### src/rtl/coffee_status_encoder.sv
// -----------------------------------------------------------------------------
// coffee_status_encoder
//
// Front-end controller for the coffee machine. It converts the raw drink
// buttons, the three ingredient sensors and the payment result into one-hot
// message-select lines for the 7-segment message decoder. The decoder ORs the
// segment patterns of every active select, so exactly one select is high in
// every cycle, including during reset.
//
// Ports
//   CLK        in   system clock, all state on the rising edge
//   RST_N      in   asynchronous active-low reset
//   BTN[3:0]   in   raw drink buttons, asynchronous to CLK, bit i = drink Si
//   SR_OK      in   water reservoir ok (synchronous level)
//   SP_OK      in   powder ok (synchronous level)
//   SN_OK      in   level sensor ok (synchronous level)
//   PAY_STB    in   one-cycle strobe, payment evaluation complete
//   PAY_OK     in   payment result, qualified by PAY_STB
//   S0..S3     out  drink message selects
//   SR,SP,SN   out  sensor error message selects
//   VL         out  payment error message select
//   M          out  standby message select
//   BUSY       out  high while an order is selected or dispensing
//   STATE_DBG  out  current order FSM state (observation only)
//
// Handshake: there is no valid/ready pair on this block. PAY_STB is a
// single-cycle qualifier; PAY_OK is meaningful only in a cycle where PAY_STB
// is high and is otherwise ignored. There is no back-pressure.
// -----------------------------------------------------------------------------
module coffee_status_encoder #(
  parameter int unsigned DEB_CYCLES  = 16,
  parameter int unsigned ERR_HOLD    = 64,
  parameter int unsigned SEL_TIMEOUT = 256,
  parameter int unsigned DISP_CYCLES = 128
) (
  input  logic       CLK,
  input  logic       RST_N,
  input  logic [3:0] BTN,
  input  logic       SR_OK,
  input  logic       SP_OK,
  input  logic       SN_OK,
  input  logic       PAY_STB,
  input  logic       PAY_OK,
  output logic       S0,
  output logic       S1,
  output logic       S2,
  output logic       S3,
  output logic       SR,
  output logic       SP,
  output logic       SN,
  output logic       VL,
  output logic       M,
  output logic       BUSY,
  output logic [1:0] STATE_DBG
);

  typedef enum logic [1:0] {
    ST_IDLE     = 2'd0,
    ST_SELECTED = 2'd1,
    ST_DISPENSE = 2'd2,
    ST_ERROR    = 2'd3
  } state_t;

  // Error source codes; also the bit offset within the error select group.
  localparam logic [1:0] ERR_SR = 2'd0;
  localparam logic [1:0] ERR_SP = 2'd1;
  localparam logic [1:0] ERR_SN = 2'd2;
  localparam logic [1:0] ERR_VL = 2'd3;

  localparam int unsigned DEB_W = $clog2(DEB_CYCLES + 1);
  localparam logic [DEB_W-1:0] DEB_MAX  = DEB_W'(DEB_CYCLES);
  localparam logic [DEB_W-1:0] DEB_LAST = DEB_W'(DEB_CYCLES - 1);

  localparam int unsigned T_MAX1 = (SEL_TIMEOUT > DISP_CYCLES) ? SEL_TIMEOUT : DISP_CYCLES;
  localparam int unsigned T_MAX  = (T_MAX1 > ERR_HOLD) ? T_MAX1 : ERR_HOLD;
  localparam int unsigned TMR_W  = $clog2(T_MAX + 1);
  localparam logic [TMR_W-1:0] TMR_SAT   = TMR_W'(T_MAX);
  localparam logic [TMR_W-1:0] SEL_LAST  = TMR_W'(SEL_TIMEOUT - 1);
  localparam logic [TMR_W-1:0] DISP_LAST = TMR_W'(DISP_CYCLES - 1);
  localparam logic [TMR_W-1:0] ERR_LAST  = TMR_W'(ERR_HOLD - 1);

  // ---------------------------------------------------------------------------
  // Button path: 2-flop synchroniser, saturating stability counter, and a
  // registered one-cycle press pulse raised on the cycle the counter reaches
  // DEB_CYCLES. Because the counter then sits at DEB_CYCLES, the pulse cannot
  // repeat until a sampled 0 clears it. Raw edge to select change is
  // DEB_CYCLES+3 edges: 2 sync + DEB_CYCLES-1 counting + pulse + FSM.
  // ---------------------------------------------------------------------------
  logic [3:0]       sync1_q, sync2_q;
  logic [DEB_W-1:0] deb_cnt_q [4];
  logic [3:0]       press_q;

  always_ff @(posedge CLK or negedge RST_N) begin
    if (!RST_N) begin
      sync1_q <= '0;
      sync2_q <= '0;
      press_q <= '0;
      for (int i = 0; i < 4; i++) deb_cnt_q[i] <= '0;
    end else begin
      sync1_q <= BTN;
      sync2_q <= sync1_q;
      for (int i = 0; i < 4; i++) begin
        press_q[i] <= sync2_q[i] && (deb_cnt_q[i] == DEB_LAST);
        if (!sync2_q[i]) begin
          deb_cnt_q[i] <= '0;
        end else if (deb_cnt_q[i] != DEB_MAX) begin
          deb_cnt_q[i] <= deb_cnt_q[i] + DEB_W'(1);
        end
      end
    end
  end

  // Lowest-index press wins; simultaneous higher presses are dropped.
  logic       press_any;
  logic [1:0] press_idx;

  always_comb begin
    press_any = |press_q;
    press_idx = 2'd0;
    if (press_q[0])      press_idx = 2'd0;
    else if (press_q[1]) press_idx = 2'd1;
    else if (press_q[2]) press_idx = 2'd2;
    else if (press_q[3]) press_idx = 2'd3;
  end

  // Sensor fault priority: reservoir, then powder, then level.
  logic       fault;
  logic [1:0] fault_code;

  always_comb begin
    fault      = 1'b1;
    fault_code = ERR_SR;
    if (!SR_OK)      fault_code = ERR_SR;
    else if (!SP_OK) fault_code = ERR_SP;
    else if (!SN_OK) fault_code = ERR_SN;
    else             fault      = 1'b0;
  end

  // ---------------------------------------------------------------------------
  // Order FSM. One shared timer serves all timed states; it restarts on every
  // state entry and on a re-selection, and saturates instead of wrapping.
  // ---------------------------------------------------------------------------
  state_t           state_q, state_d;
  logic [1:0]       drink_q, drink_d;
  logic [1:0]       err_q, err_d;
  logic [TMR_W-1:0] tmr_q, tmr_d;
  logic [8:0]       sel_q, sel_d;
  logic             busy_q, busy_d;

  always_ff @(posedge CLK or negedge RST_N) begin
    if (!RST_N) begin
      state_q <= ST_IDLE;
      drink_q <= 2'd0;
      err_q   <= ERR_SR;
      tmr_q   <= '0;
      sel_q   <= 9'b1_0000_0000;
      busy_q  <= 1'b0;
    end else begin
      state_q <= state_d;
      drink_q <= drink_d;
      err_q   <= err_d;
      tmr_q   <= tmr_d;
      sel_q   <= sel_d;
      busy_q  <= busy_d;
    end
  end

  always_comb begin
    state_d = state_q;
    drink_d = drink_q;
    err_d   = err_q;
    tmr_d   = (tmr_q == TMR_SAT) ? tmr_q : tmr_q + TMR_W'(1);

    unique case (state_q)
      ST_IDLE: begin
        if (press_any) begin
          if (fault) begin
            state_d = ST_ERROR;
            err_d   = fault_code;
          end else begin
            state_d = ST_SELECTED;
            drink_d = press_idx;
          end
        end
      end
      ST_SELECTED: begin
        // A payment result outranks a same-cycle press.
        if (PAY_STB) begin
          if (fault) begin
            state_d = ST_ERROR;
            err_d   = fault_code;
          end else if (PAY_OK) begin
            state_d = ST_DISPENSE;
          end else begin
            state_d = ST_ERROR;
            err_d   = ERR_VL;
          end
        end else if (press_any) begin
          drink_d = press_idx;
          tmr_d   = '0;
        end else if (tmr_q == SEL_LAST) begin
          state_d = ST_IDLE;
        end
      end
      ST_DISPENSE: begin
        if (fault) begin
          state_d = ST_ERROR;
          err_d   = fault_code;
        end else if (tmr_q == DISP_LAST) begin
          state_d = ST_IDLE;
        end
      end
      ST_ERROR: begin
        if (tmr_q == ERR_LAST) state_d = ST_IDLE;
      end
    endcase

    if (state_d != state_q) tmr_d = '0;
  end

  // Selects are derived from the next state so they register together with it.
  always_comb begin
    sel_d  = '0;
    busy_d = 1'b0;
    unique case (state_d)
      ST_IDLE:     sel_d[8] = 1'b1;
      ST_SELECTED,
      ST_DISPENSE: begin
        sel_d[3:0] = 4'b0001 << drink_d;
        busy_d     = 1'b1;
      end
      ST_ERROR:    sel_d[7:4] = 4'b0001 << err_d;
    endcase
  end

  assign {M, VL, SN, SP, SR, S3, S2, S1, S0} = sel_q;
  assign BUSY      = busy_q;
  assign STATE_DBG = state_q;

endmodule

### config.mk
export PLATFORM = sky130hd
export DESIGN_NAME = coffee_status_encoder
export DESIGN_NICKNAME = d
export VERILOG_FILES = /design/src/rtl/coffee_status_encoder.sv
export SDC_FILE = /design/constraint.sdc
export NUM_CORES = 1
export LEC_CHECK = 0
export ABC_AREA = 1
export CORE_MARGIN = 5
export CORE_UTILIZATION = 44
export CTS_BUF_LIST = sky130_fd_sc_hd__clkbuf_16
export CTS_CLUSTER_DIAMETER = 200
export DETAILED_ROUTE_END_ITERATION = 8
export SYNTH_ARGS = -nofsm -noshare
export SYNTH_HDL_FRONTEND = slang
export SYNTH_SLANG_ARGS = --single-unit
export TNS_END_PERCENT = 10
### constraint.sdc
create_clock -name CLK -period 2.4 [get_ports CLK]
set_input_delay 0.72 -clock CLK [delete_from_list [all_inputs] [get_ports CLK]]
set_output_delay 0.72 -clock CLK [all_outputs]
set_load 0.02 [all_outputs]
==> impl_metrics.yaml <==
outcome:
  run_status: "finished clean"
global_route:
  grt_overflow: 0
  grt_max_degree: 58
  grt_antenna_before_repair: 0
  grt_pass1_vias: 2124
  grt_pass1_wl_um: 9094
  grt_util_all_layers_pct: 13.62
timing:
  drv_slew: 0
  finalHoldViolations: 0
  worstMarginPinSlew_ns: 0.3598
  timing.final.setup_violations: 0
  period_minus_slack_ns: 2.263
  timing.max_slew.rel_slack_pct: 76.01
  clock_skew_ns: 0.004939
  fmax_mhz: 441.9
  final_min_period_over_clock_period_pct: 94.28
critical_path:
  critical_path.max_stage_delay_ns: 0.68
  worstSetupEndpointType: "output pin"
  setup.worst_path.class: "reg2out"
  cp.buffers_inverters: 1
  cp_slowest_cell: "clkdlybuf4s50_1"
  timing.critical_path.required_ns: 1.68
  crit_path_start_kind: "register"
  crit_arrival_ns: 1.54
  critical_path.cell_chain: "clkdlybuf4s50_1"
  worstPathMaxFanout: 8
  critical-path-top-delay-family: "buffers and inverters"
min_path:
  hold_path_class: "reg2reg"
cts:
  path_clk_slew_ns: 0.05
  tritoncts_clock_tree: "yes"
  ctsHtreeMaxLevel: 3
  clock-root-buffer: "clkbuf_16"
  clock_latency_ns: 0.32
  tritoncts_num_sinks: 57
  cts_buf_count: 9
  cts_buffer_depth: 2
synthesis:
  yosys.area.top_type_share_pct: 49.43
  synth_area_per_cell_um2: 8.751
  synth_area_um2: 2835
  synth_top_family_by_area: "simple AND/OR/NAND/NOR gates"
  ys_async_sr_fraction_pct: 100.0
  synth_xor_area_share_pct: 0
  synth.most_common_cell: "dfrtp_1"
  post_synth_and_or_nand_nor_area_fraction_pct: 23.79
  mappedNetlistNets: 352
  yosys_warnings: 0
  synth_sequential_area_ratio_pct: 50.35
  synth-compound-area-share_pct: 10.59
  synth_cell_types: 28
  syn-instance-count: 324
  synth_top_flop_cell: "dfrtp_1"
  postSynthRegisterBits: 57
  fraction_of_synthesized_area_in_multiplexers_pct: 0
  top_cells_by_area_synth: "dfrtp_1 (49%), ha_1 (7.5%), inv_1 (6.5%), nand2_1 (6.4%), o21ai_0 (3.9%)"
  synth-edff-count: 0
  synth_area_leader_cell: "dfrtp_1"
  synthAdderAreaFrac_pct: 7.502
  synth.top_cells.by_count: "dfrtp_1 (56), inv_1 (49), nand2_1 (48), nor2_1 (27), o21ai_0 (22)"
floorplanning:
  chipHeight_um: 90.27
  die-width_um: 90.27
  fp.coreArea_um2: 6314
  placement_rows: 29
  floorplan.die_area_um2: 8149
  io_pins: 23
  initial_utilization_pct: 44.91
layout:
  fillers: 581
  area_occupied_by_multi_input_gates_um2: 1202
  sequential_cell_area_um2: 1428
  final_cells: 455
  finalInstanceArea_um2: 3583
  synth_to_final_area_change_pct: 26.39
  post_route_cells_drive_above_1_share_pct: 19.05
  num_antenna_cells: 0
  num-nets-final: 401
power_and_ir_drop:
  cellPowerDensity_nw_per_um2: 1016
  total_leakage_power_uw: 0.001724
  vdd_drop_max_v: 0.0006769
route:
  dr.first_iter.drc_count: 66
  routed-via-count: 2220
  antenna_violating_nets_post_route: 0
  routed_wire_length_per_instance_um: 11.16
  dr.pass1.iters: 6
  detail_route.vias_per_cell: 4.879
  route.detailed.drc: 0
  routed_wire_length_um: 5077
placed_design:
  place.port_buffers: 22
  gp_congestion: 0.9149
  place.detailed.hpwl_um: 3649
  dpl_cell_area_um2: 3274
  place_inst: 438
flow_run:
  maxCapViolations: 0
==> stage by stage <==
stage | util, % | hold slack, ns | total power, uW | worst slack, ns | setup TNS (ns)
floorplan | - | 0.3312 | 1983 | 0.3014 | 0
global placement | 51.86 | 0.3318 | 2452 | -0.09655 | -0.3064
detailed placement | 51.86 | 0.3347 | 2471 | -0.2006 | -0.7411
CTS | 56.40 | 0.3460 | 3695 | 0.09858 | 0
global route | 56.76 | 0.3619 | 3874 | -0.01150 | -0.01639
finish | 56.76 | 0.3425 | 3639 | 0.1373 | 0
==> timing repair <==
item                       4_1_cts  5_1_grt
setup buffers                    0        1
gates resized for setup          0        4
setup endpoints to repair        0        4
hold buffers                     0        0
==> report_power, final <==
group | switching, uW | internal (uW)
clock network | 408 | 787
registers | 88.1 | 1100
logic | 737 | 521
==> sequential cells by signal, summed over array words and instances, names as in the netlist <==
| register | cells |
|---|---|
| sync2_q | 4 |
| STATE_DBG | 2 |
| sel_q | 9 |
| sync1_q | 4 |
| drink_q | 2 |
| BUSY | 1 |
| press_q | 4 |
| deb_cnt_q | 20 |
| tmr_q | 9 |
| err_q | 2 |
==> final cells by class <==
class	instances	area share (%)
flip-flops and latches	57	39.84
multi-input cells	209	33.55
repair buffers	39	9.916
clock buffers	9	6.285
inverters	57	6.006
well taps	77	2.689
clock inverters	7	1.711
==> final timing paths <==
check,endpoint,from,slack (ns),cells after the start
min in group asynchronous,sel_q[5]$_DFF_PN0_,RST_N,0.40,2
worst min-delay path,sync2_q[2]$_DFF_PN0_,sync1_q[2]$_DFF_PN0_,0.34,0
max in group asynchronous,sel_q[8]$_DFF_PN1_,RST_N,1.73,2
worst max register to register,sel_q[0]$_DFF_PN0_,tmr_q[1]$_DFF_PN0_,0.18,16
worst max-delay path,STATE_DBG[0],STATE_DBG[0]$_DFF_PN0_,0.14,1
worst min register to register,sync2_q[2]$_DFF_PN0_,sync1_q[2]$_DFF_PN0_,0.34,0
==> layout by cell type, fill, tap and decap left out <==
cell type	instances
nand2_1	48
bufinv_16	1
nor3_1	8
clkbuf_16	9
buf_2	1
a21boi_0	3
nand3_1	18
nor2_2	13
and2_2	1
o211ai_1	3
nand3_4	1
clkinvlp_4	2
nor2_4	1
or2_1	1
a21oi_4	1
nand3_2	5
clkinv_1	3
dfstp_2	1
buf_12	1
nor3b_1	1
clkinv_2	2
ha_2	2
clkdlybuf4s50_1	21
ha_1	15
inv_2	7
nand2_2	7
nand4_1	6
buf_4	16
inv_1	49
o21ai_0	22
dfrtp_1	56
o21ai_1	4
a211oi_1	1
nor3_2	1
a31oi_1	1
a21oi_1	19
nor2_1	27
==> routing by layer <==
metal	wire [um]	vias up	global-route usage, %
met1	2436	1019	17.04
met4	108	0	7.196
met3	235	10	4.083
met2	2297	35	21.16
li1	-	1156	-
met5	0	-	0
==> kinds of logic (layout without fill, tap and decap cells) <==
logic type               Yosys count  after routing
AO/OA/AOI/OAI                     54             54
flip-flops                        57             57
AND/OR/NAND/NOR                  138            138
adder cells (fa/ha/maj)           17             17
buffers and inverters             58            112
Note: power is estimated with default switching activity, not from simulation.
